`src/rtl/driver_interface_pkg.sv`:
```
// Shared constants for the streaming-sample bus slave: register map,
// STATUS word layout and the STATUS word builder.
package driver_interface_pkg;

  localparam int   DATA_SIZE_DFLT    = 28;
  localparam int   COUNT_WIDTH       = 16;
  localparam logic ADDR_DATA         = 1'b0;
  localparam logic ADDR_STATUS       = 1'b1;
  localparam int   STAT_NEW_DATA_BIT = 0;
  localparam int   STAT_OVERFLOW_BIT = 1;
  localparam int   STAT_COUNT_LSB    = 16;

  // Packs the flags and sample count into the 32-bit STATUS word.
  function automatic logic [31:0] status_word(
    input logic [COUNT_WIDTH-1:0] cnt,
    input logic                   ovf,
    input logic                   nd
  );
    logic [31:0] word;
    word                                   = 32'h0000_0000;
    word[STAT_COUNT_LSB +: COUNT_WIDTH]    = cnt;
    word[STAT_OVERFLOW_BIT]                = ovf;
    word[STAT_NEW_DATA_BIT]                = nd;
    return word;
  endfunction

endpackage

```
`src/rtl/driver_interface.sv`:
```
// Bus slave capturing a streamed sample; exposes the latest sample (DATA) and
// new-data/overflow flags plus a transfer count (STATUS) with 1-cycle reads.
module driver_interface
  import driver_interface_pkg::*;
#(
  parameter int DATA_SIZE = DATA_SIZE_DFLT
) (
  input  logic                 clk,
  input  logic                 rst,
  input  logic                 chipselect,
  input  logic                 address,
  input  logic                 read,
  input  logic                 source_valid,
  input  logic [DATA_SIZE-1:0] source_data,
  output logic                 source_ready,
  output logic [31:0]          read_data,
  output logic                 irq
);

  logic [DATA_SIZE-1:0]   sample_q, sample_d;
  logic                   new_data_q, new_data_d;
  logic                   overflow_q, overflow_d;
  logic [COUNT_WIDTH-1:0] count_q, count_d;
  logic [31:0]            read_data_q, read_data_d;

  logic        transfer_s;
  logic        access_s;
  logic        data_rd_s;
  logic        stat_rd_s;
  logic        ovf_set_s;
  logic [31:0] data_ext_s;
  logic [31:0] rd_mux_s;

  assign source_ready = 1'b1;
  assign irq          = 1'b0;
  assign read_data    = read_data_q;

  assign transfer_s = source_valid;
  assign access_s   = chipselect & read;
  assign data_rd_s  = access_s & (address == ADDR_DATA);
  assign stat_rd_s  = access_s & (address == ADDR_STATUS);
  // A DATA read on the same edge consumes the old sample, so no overflow.
  assign ovf_set_s  = transfer_s & new_data_q & ~data_rd_s;

  // Read mux: zero-extended sample or status word.
  always_comb begin
    data_ext_s                  = 32'h0000_0000;
    data_ext_s[DATA_SIZE-1:0]   = sample_q;
    rd_mux_s                    = 32'h0000_0000;
    case (address)
      ADDR_DATA:   rd_mux_s = data_ext_s;
      ADDR_STATUS: rd_mux_s = status_word(count_q, overflow_q, new_data_q);
      default:     rd_mux_s = 32'h0000_0000;
    endcase
  end

  // Next-state logic for sample, flags, counter and read data.
  always_comb begin
    sample_d    = sample_q;
    new_data_d  = new_data_q;
    overflow_d  = overflow_q;
    count_d     = count_q;
    read_data_d = read_data_q;

    if (transfer_s) begin
      sample_d   = source_data;
      count_d    = count_q + 16'd1;
      new_data_d = 1'b1;
    end else if (data_rd_s) begin
      new_data_d = 1'b0;
    end else begin
      new_data_d = new_data_q;
    end

    if (ovf_set_s) begin
      overflow_d = 1'b1;
    end else if (stat_rd_s) begin
      overflow_d = 1'b0;
    end else begin
      overflow_d = overflow_q;
    end

    if (access_s) begin
      read_data_d = rd_mux_s;
    end else begin
      read_data_d = read_data_q;
    end
  end

  // State registers with synchronous reset.
  always_ff @(posedge clk) begin
    if (rst) begin
      sample_q    <= '0;
      new_data_q  <= 1'b0;
      overflow_q  <= 1'b0;
      count_q     <= 16'd0;
      read_data_q <= 32'h0000_0000;
    end else begin
      sample_q    <= sample_d;
      new_data_q  <= new_data_d;
      overflow_q  <= overflow_d;
      count_q     <= count_d;
      read_data_q <= read_data_d;
    end
  end

endmodule

```
`config.mk`:
```
export PLATFORM = sky130hd
export DESIGN_NAME = driver_interface
export DESIGN_NICKNAME = d
export VERILOG_FILES = /design/src/rtl/driver_interface_pkg.sv /design/src/rtl/driver_interface.sv
export SDC_FILE = /design/constraint.sdc
export NUM_CORES = 1
export LEC_CHECK = 0
export CAP_MARGIN = 40
export CELL_PAD_IN_SITES_DETAIL_PLACEMENT = 1
export CELL_PAD_IN_SITES_GLOBAL_PLACEMENT = 1
export CORE_ASPECT_RATIO = 1.2
export CORE_MARGIN = 2
export CORE_UTILIZATION = 25
export CTS_BUF_LIST = sky130_fd_sc_hd__clkbuf_2 sky130_fd_sc_hd__clkbuf_4 sky130_fd_sc_hd__clkbuf_8
export DETAILED_ROUTE_END_ITERATION = 12
export PLACE_DENSITY = 0.59
export SYNTH_ARGS = -nofsm -noshare
export SYNTH_HDL_FRONTEND = slang
export SYNTH_SLANG_ARGS = --single-unit
export TNS_END_PERCENT = 5
```
`constraint.sdc`:
```
create_clock -name clk -period 2.95 [get_ports clk]
set_input_delay 0.295 -clock clk [delete_from_list [all_inputs] [get_ports clk]]
set_output_delay 0.295 -clock clk [all_outputs]
set_load 0.02 [all_outputs]
```
Word level (Yosys, flattened, before mapping)
Cells that the tools add are included.
W data, S select, Z words.
{"block": "totals", "input_bits": 34, "rom_bits": 0, "out_inout_bits": 34, "regBits": 78, "latchBits": 0, "ramBits": 0, "n_memories": 0, "word_cells": 20}
{"block": "classes", "muxes": 5, "n_div": 0, "mul": 0, "n_shift": 0, "n_addsub": 1, "order_cmp": 0, "n_reduce_logical": 2, "n_eq_ne": 0, "bitwise": 7}
{"operator": "$pmux W32 S2", "count": 1}
{"operator": "$add A16 B1 Y16 const B", "count": 1}
{"operator": "$and A1 B1 Y1", "count": 5}
{"operator": "$mux W1", "count": 4}
{"operator": "$reduce_bool A2 Y1", "count": 2}
{"operator": "$not A1 Y1", "count": 2}

Depth between registers and ports, before layout
Gate-level depths: netlist (run 1).
{"block": "depth", "depth_word": 5, "depth_mapped": 5, "ltp_nobuf": 5}

Least setup slack after synthesis (run 1)
No wires, ideal clock.
{"block": "synth_timing", "path_type": "register to register", "start": "register count_q[0]", "end": "register count_q[12]", "stages_incl_launch_ff": 6, "required_ns": 2.836, "arrival_time_ns": 1.473, "setup_time_ns": 0.114, "period_less_slack_ns": 1.587, "n_path_buf": 0, "path_slack_ns": 1.363, "path_cell_list": "dfxtp_1 > ha_1 > inv_1 > or4_1 > xnor2_1 > and2b_1"}
{"block": "synth_via", "elab_chain_len": 1}
{"element": "from (decl)", "line": "driver_interface.sv:23", "text": "logic [COUNT_WIDTH-1:0] count_q, count_d;"}
{"element": "from (signal assigned)", "line": "driver_interface.sv:102", "text": "count_q <= count_d;"}
{"element": "$add A16 B1 Y16", "line": "driver_interface.sv:67", "text": "count_d = count_q + 16'd1;"}
Every way passes these cells.
A chain may end at the register's enable or synchronous reset.

Final worst setup path (run 1)
Same ends and word-level chain as after synthesis.

==> results of run 1 <==
==> critical path: stages (launching register included) <==
cell,delay (ns)
dfxtp_1,0.43
ha_1,0.35
inv_1,0.06
or4_1,0.54
xnor2_1,0.14
and2b_1,0.15
==> routing by layer <==
metal | vias to the layer above | GRT usage | wire [microns]
met3 | 6 | 0.0383 | 346
li1 | 1238 | - | -
met5 | - | 0 | 0
met4 | 0 | 0.0418 | 68
met1 | 1159 | 0.150 | 3720
met2 | 50 | 0.199 | 3830
==> cells in the final DEF, fill, tap and decap left out, drive strengths merged, types with 8 or more instances in the layout <==
cell type	synthesis	layout
nand3	9	9
nand3b	14	14
a211oi	14	14
a21oi	21	21
clkdlybuf4s50	0	63
clkbuf	13	12
nor2	57	57
nand2	25	25
dfxtp	78	78
mux2i	43	43
buf	13	8
==> metrics by stage <==
stage	area (sq um)	hold WS, ns	total power [uW]	utilization
2_1_floorplan	3100	0.442	1270	-
3_3_place_gp	3870	0.440	1370	0.320
3_5_place_dp	3870	0.450	1380	0.320
4_1_cts	4060	0.459	2150	0.335
5_1_grt	4060	0.486	2220	0.335
6_report	4060	0.460	2110	0.335
==> power breakdown <==
part	internal, uW	switching, uW
Sequential	1090	27.3
Clock	369	393
Combinational	115	116
Total	1580	535
==> final cells by class <==
| class | count | area [sq um] |
|---|---|---|
| multi-input combinational | 226 | 1420 |
| sequential | 78 | 1560 |
| inverter | 2 | 7.51 |
| fill | 1417 | 8050 |
| tap | 161 | 201 |
| clock inverter | 3 | 18.8 |
| clock buffer | 12 | 165 |
| timing repair buffer | 71 | 686 |
==> logic make-up after synthesis <==
logic type	Yosys count
fa+ha+maj	1
xor+xnor	10
mux	46
simple gates	128
buf+inv	28
flops	78
compound gates	39
other cells	2
==> state kept, by name (all words and copies together), names as in the netlist <==
| register | flops |
|---|---|
| read_data | 32 |
| count_q | 16 |
| sample_q | 28 |
| overflow_q | 1 |
| new_data_q | 1 |
==> path summary, 6_finish.rpt <==
path,startpoint,end,slack (ns),depth (start not counted)
setup / recovery,count_q[0],count_q[12],1.17,5
hold / removal,read_data[15],read_data[15],0.46,2
setup reg to reg,count_q[0],count_q[12],1.17,5
hold reg to reg,read_data[15],read_data[15],0.46,2
==> summary.txt, run 1 <==
Synthesis
  • Syn_area_per_cell: 9.33 sq um
  • Synth Area in Adders: 0.00404
  • Most frequent cell after synthesis: dfxtp_1
  • Synth top area cells: dfxtp_1, mux2i_1, nor2_1, a211oi_1, a21oi_1
  • Cell area after technology mapping: 3100 sq um
  • Synth Area in Simple Gates: 0.197
  • Mapped Nets: approximately 370
  • Ys flop type: dfxtp_1
  • Number of enable flip-flop cells after synthesis: 0
  • Synth cell count leaders: dfxtp_1, nor2_1, mux2i_1
  • XOR/XNOR Fraction of Synth Area: 0.0283
  • Async set-or-reset flop fraction in the synthesized netlist: 0
  • Synth area leader: dfxtp_1
  • Synth Area in Compound Gates: 0.0763
  • Post-Synthesis Cells: 332
  • Largest family of logic cells by synthesized area: simple AND/OR/NAND/NOR gates
  • Number of distinct library cells after synthesis: 33
  • Syn. warnings: 0
  • Flops & latches, synth: 78
  • Mux cell area share after synthesis: 0.150
  • Yosys top cell area share: 0.504
  • Post-synthesis sequential area ratio: 0.504

Floorplan
  • Row Count: 44
  • Die area: 13,300 sq um
  • Ports: just under 70
  • Initial Utilization: 0.256
  • Die width: 106 microns
  • Core area: 12,100 sq um
  • Die height: approximately 130 microns

Setup path
  • Startpoint class of the critical path: flop
  • Critical path arrival: 2.02 ns
  • CP max FO: 7
  • CP required: 3.19 ns
  • CP Class: reg -> reg
  • CP Capture Type: flop

Drt
  • Drt pass-1 iters: 4
  • Post-DRT Antenna Nets: 0
  • Iter 0 DRT Violations: 72
  • Via density: 4.44
  • Total number of vias: 2,453
  • Detailed Route WL: 7.97 mm
  • Post-route DRC violation count: 0
  • Drt wl/cell: 14.4 microns

CTS
  • H-Tree Depth: 3
  • Clock Tree Buf Depth: 2
  • CTS buffer count: 9
  • CTS tree: done
  • CTS sink count: 78
  • Setup Fix Bufs, Post-CTS: 0
  • Worst-skew pair later-pin latency: ~0.35 ns
  • Root Driver: clkbuf_8
  • Post-CTS Resized: 0
  • Clk slew on worst S/H paths: 0.08 ns
  • # hold bufs at CTS: 0

Global routing
  • Initial antenna violation count: 0
  • Total track usage: 0.121
  • Largest net degree at the start of global routing: 45
  • Vias in the first global route: between 2,000 and 3,000
  • First-pass GRT wire length: 12.8 mm
  • Grt total ovfl: 0

Timing
  • Slew headroom: 0.433
  • Final Worst Setup Slack: roughly 1.2 ns
  • RSZ-0062 raised after global routing: no
  • Slew @ Worst Pin: 0.850 ns
  • Fmax: 563 MHz
  • Setup Skew: 0.0141 ns
  • Max-slew violations: 0
  • Endpoints failing hold: 0
  • Setup TNS: 0 ns
  • Final setup viols: 0
  • Final min period: roughly 1.8 ns
  • Final Cycle Share: 0.602

Finish
  • Syn-to-layout area delta: 31.0%
  • # nets final: 423
  • Share of cells above drive strength 1: 0.0740
  • Non-filler cells, final: 553
  • Ant diodes: 0

Placement
  • RePlAce Congestion: 0.668
  • PortBufs: 65
  • Detailed placer's ending HPWL: 5.23 mm
  • Dpl cells: 538
  • Pre-CTS setup slack: 1.02 ns

Worst hold path
  • Worst Hold Class: reg -> reg

Power and ir drop
  • VDD IR-drop max: 185 uV
  • PD cells: between 500 and 600 nW/um^2
  • Leak: approximately 0.0015 uW

Run status
  • Status: finished clean

Flow run
  • Total of max-cap violations: 0
Power figures use the tool's default switching activity.
==> run 2: changes to the inputs <==
- clock period: 2.95 -> 1.7 ns (I/O delays scaled with it)
==> summary.txt, run 2 (synthesized netlist as in run 1, its figures left out) <==
Drt
  • Detailed Route WL: 8.25 mm (+3.5%)
  • Drt wl/cell: 14.5 microns (+0.78%)
  • Drt pass-1 iters: 4 (unchanged)
  • Post-DRT Antenna Nets: 0 (unchanged)
  • Post-route DRC violation count: 0 (unchanged)
  • Via density: 4.45 (+0.42%)
  • Total number of vias: 2,530 (+3.1%)
  • Iter 0 DRT Violations: 38 (-47%)

Power and ir drop
  • Clock Power Share: 0.375 (+0.015)
  • Sw frac: 0.254 (+0.000350)
  • VDD IR-drop max: 454 uV (+150%)
  • Sequential power share: 0.511 (-0.020)
  • Switching power: 962 uW (+80%)
  • PD cells: 902 nW/um^2 (+73%)
  • Leak: 0.00161 uW (+5.2%)
  • Internal Pwr Total: 2830 uW (+79%)
  • Gate power share: 0.113 (+0.004)

CTS
  • CTS sink count: 78 (unchanged)
  • Clock Tree Buf Depth: 2 (unchanged)
  • Post-CTS Resized: 0 (unchanged)
  • Setup Fix Bufs, Post-CTS: 0 (unchanged)
  • Clk slew on worst S/H paths: 0.09 ns (about the same)
  • H-Tree Depth: 3 (unchanged)
  • CTS tree: done
  • CTS buffer count: 9 (unchanged)
  • # hold bufs at CTS: 0 (unchanged)
  • Root Driver: clkbuf_8
  • Worst-skew pair later-pin latency: 0.35 ns (about the same)

Finish
  • # nets final: 437 (+3.3%)
  • Share of cells above drive strength 1: 0.108 (+0.0341)
  • Post-route cell area: 4200 sq um (+3.5%)
  • Max reg flops: 32 (unchanged)
  • Syn-to-layout area delta: 35.7%
  • Ant diodes: 0 (unchanged)
  • Most frequent cells in the layout: dfxtp_1, clkdlybuf4s50_1, nor2_1, mux2i_1, nand2_1
  • Commonest non-fill, non-tap cell in the layout: dfxtp_1
  • Filler cells: 1,446 (+2.0%)

Global routing
  • Vias in the first global route: 2,692 (+7.1%)
  • Grt total ovfl: 0 (unchanged)
  • Total track usage: 0.129 (+0.00726)
  • Initial antenna violation count: 0 (unchanged)
  • Largest net degree at the start of global routing: 36 (-20%)
  • First-pass GRT wire length: 13.7 mm (+6.5%)

Timing
  • Final Worst Setup Slack: 0.0776 ns (-1.10 ns)
  • Endpoints failing hold: 0 (unchanged)
  • Final Cycle Share: 0.954 (+0.352)
  • Fmax: 616 MHz (+9.5%)
  • Hold Slack: 0.263 ns (-0.197 ns)
  • RSZ-0062 raised after global routing: no
  • Final setup viols: 0 (unchanged)
  • Setup Skew: 0.00915 ns (-0.00493 ns)
  • Slew headroom: 0.663 (+0.230)
  • Final min period: 1.62 ns (-0.154 ns)
  • Slew @ Worst Pin: 0.505 ns (-0.345 ns)
  • Setup TNS: 0 ns (unchanged)
  • Max-slew violations: 0 (unchanged)

Run status
  • Status: finished clean

Worst hold path
  • Worst Hold Class: in -> reg

Placement
  • Detailed placer's ending HPWL: 5.68 mm (+8.7%)
  • Pre-CTS setup slack: 0.137 ns (-0.887 ns)
  • Post-placement cell area: 4010 sq um (+3.4%)
  • PortBufs: 65 (unchanged)
  • RePlAce Congestion: 0.754 (+13%)

Floorplan
  • Die width: 106 microns (unchanged)
  • Ports: 68 (unchanged)
  • Row Count: 44 (unchanged)
  • Core area: 12,100 sq um (unchanged)
  • Initial Utilization: 0.256 (unchanged)
  • Die area: 13,300 sq um (unchanged)
  • Die height: 126 microns (unchanged)

Setup path
  • CP max FO: 5 (-2)
  • Critical path arrival: 1.87 ns (-0.15 ns)
  • CP Capture Type: flop
  • CP required: 1.95 ns (-1.24 ns)
  • Startpoint class of the critical path: flop
  • Reg2Reg Setup Slack: 0.08 ns (-1.10 ns)
  • CP Class: reg -> reg

Flow run
  • Total of max-cap violations: 0 (unchanged)
## run 2: cell count changes in the layout (fill, tap and decap cells not counted), sizes merged
cell      before  now
bufinv         0    1
inv            2    3
buf            8   22
clkinv         3    1
clkbuf        12   11
clkinvlp       0    2
## run 2: metrics by stage
| step | std cells | utilization | power (uW) |
|---|---|---|---|
| finish | 568 | 0.347 | 3790 |
| floorplan | 332 | - | 2210 |
| global placement | 552 | 0.331 | 2410 |
| detailed placement | 552 | 0.331 | 2420 |
| global route | 568 | 0.347 | 3980 |
| CTS | 568 | 0.347 | 3870 |
## run 2: layer usage
metal | GRT usage | routed length [microns]
met5 | 0 | 0
met4 | 0.0441 | 121
met3 | 0.0326 | 302
met2 | 0.223 | 4010
met1 | 0.154 | 3820
## run 2: path summary, 6_finish.rpt
| check | start | end | depth (start not counted) |
|---|---|---|---|
| max | count_q[1] | count_q[12] | 5 |
| min | rst | sample_q[25] | 2 |
| max reg2reg | count_q[1] | count_q[12] | 5 |
| min reg2reg | read_data[12] | read_data[12] | 2 |
## run 2: final cells by class
| class | count | area (sq um) | share of cell area |
|---|---|---|---|
| flip-flops and latches | 78 | 1560 | 0.372 |
| multi-input cells | 226 | 1420 | 0.338 |
| repair buffers | 85 | 816 | 0.194 |
| well taps | 161 | 201 | 0.0479 |
| clock buffers | 11 | 139 | 0.0330 |
| clock inverters | 5 | 58.8 | 0.0140 |
| inverters | 2 | 7.51 | 0.00179 |
## run 2: power by group through the flow
stage	Clock (uW)	Sequential (uW)	Combinational, uW
floorplan	0	2000	207
global placement	0	1980	428
detailed placement	0	1980	438
CTS	1480	1940	440
global route	1560	1950	470
finish	1420	1940	430
## run 2: critical path, cell delays in order (launching register included)
cell and delay (ns):
dfxtp_1 0.41, ha_1 0.21, inv_1 0.05, or4_1 0.55
xnor2_1 0.14, and2b_1 0.16
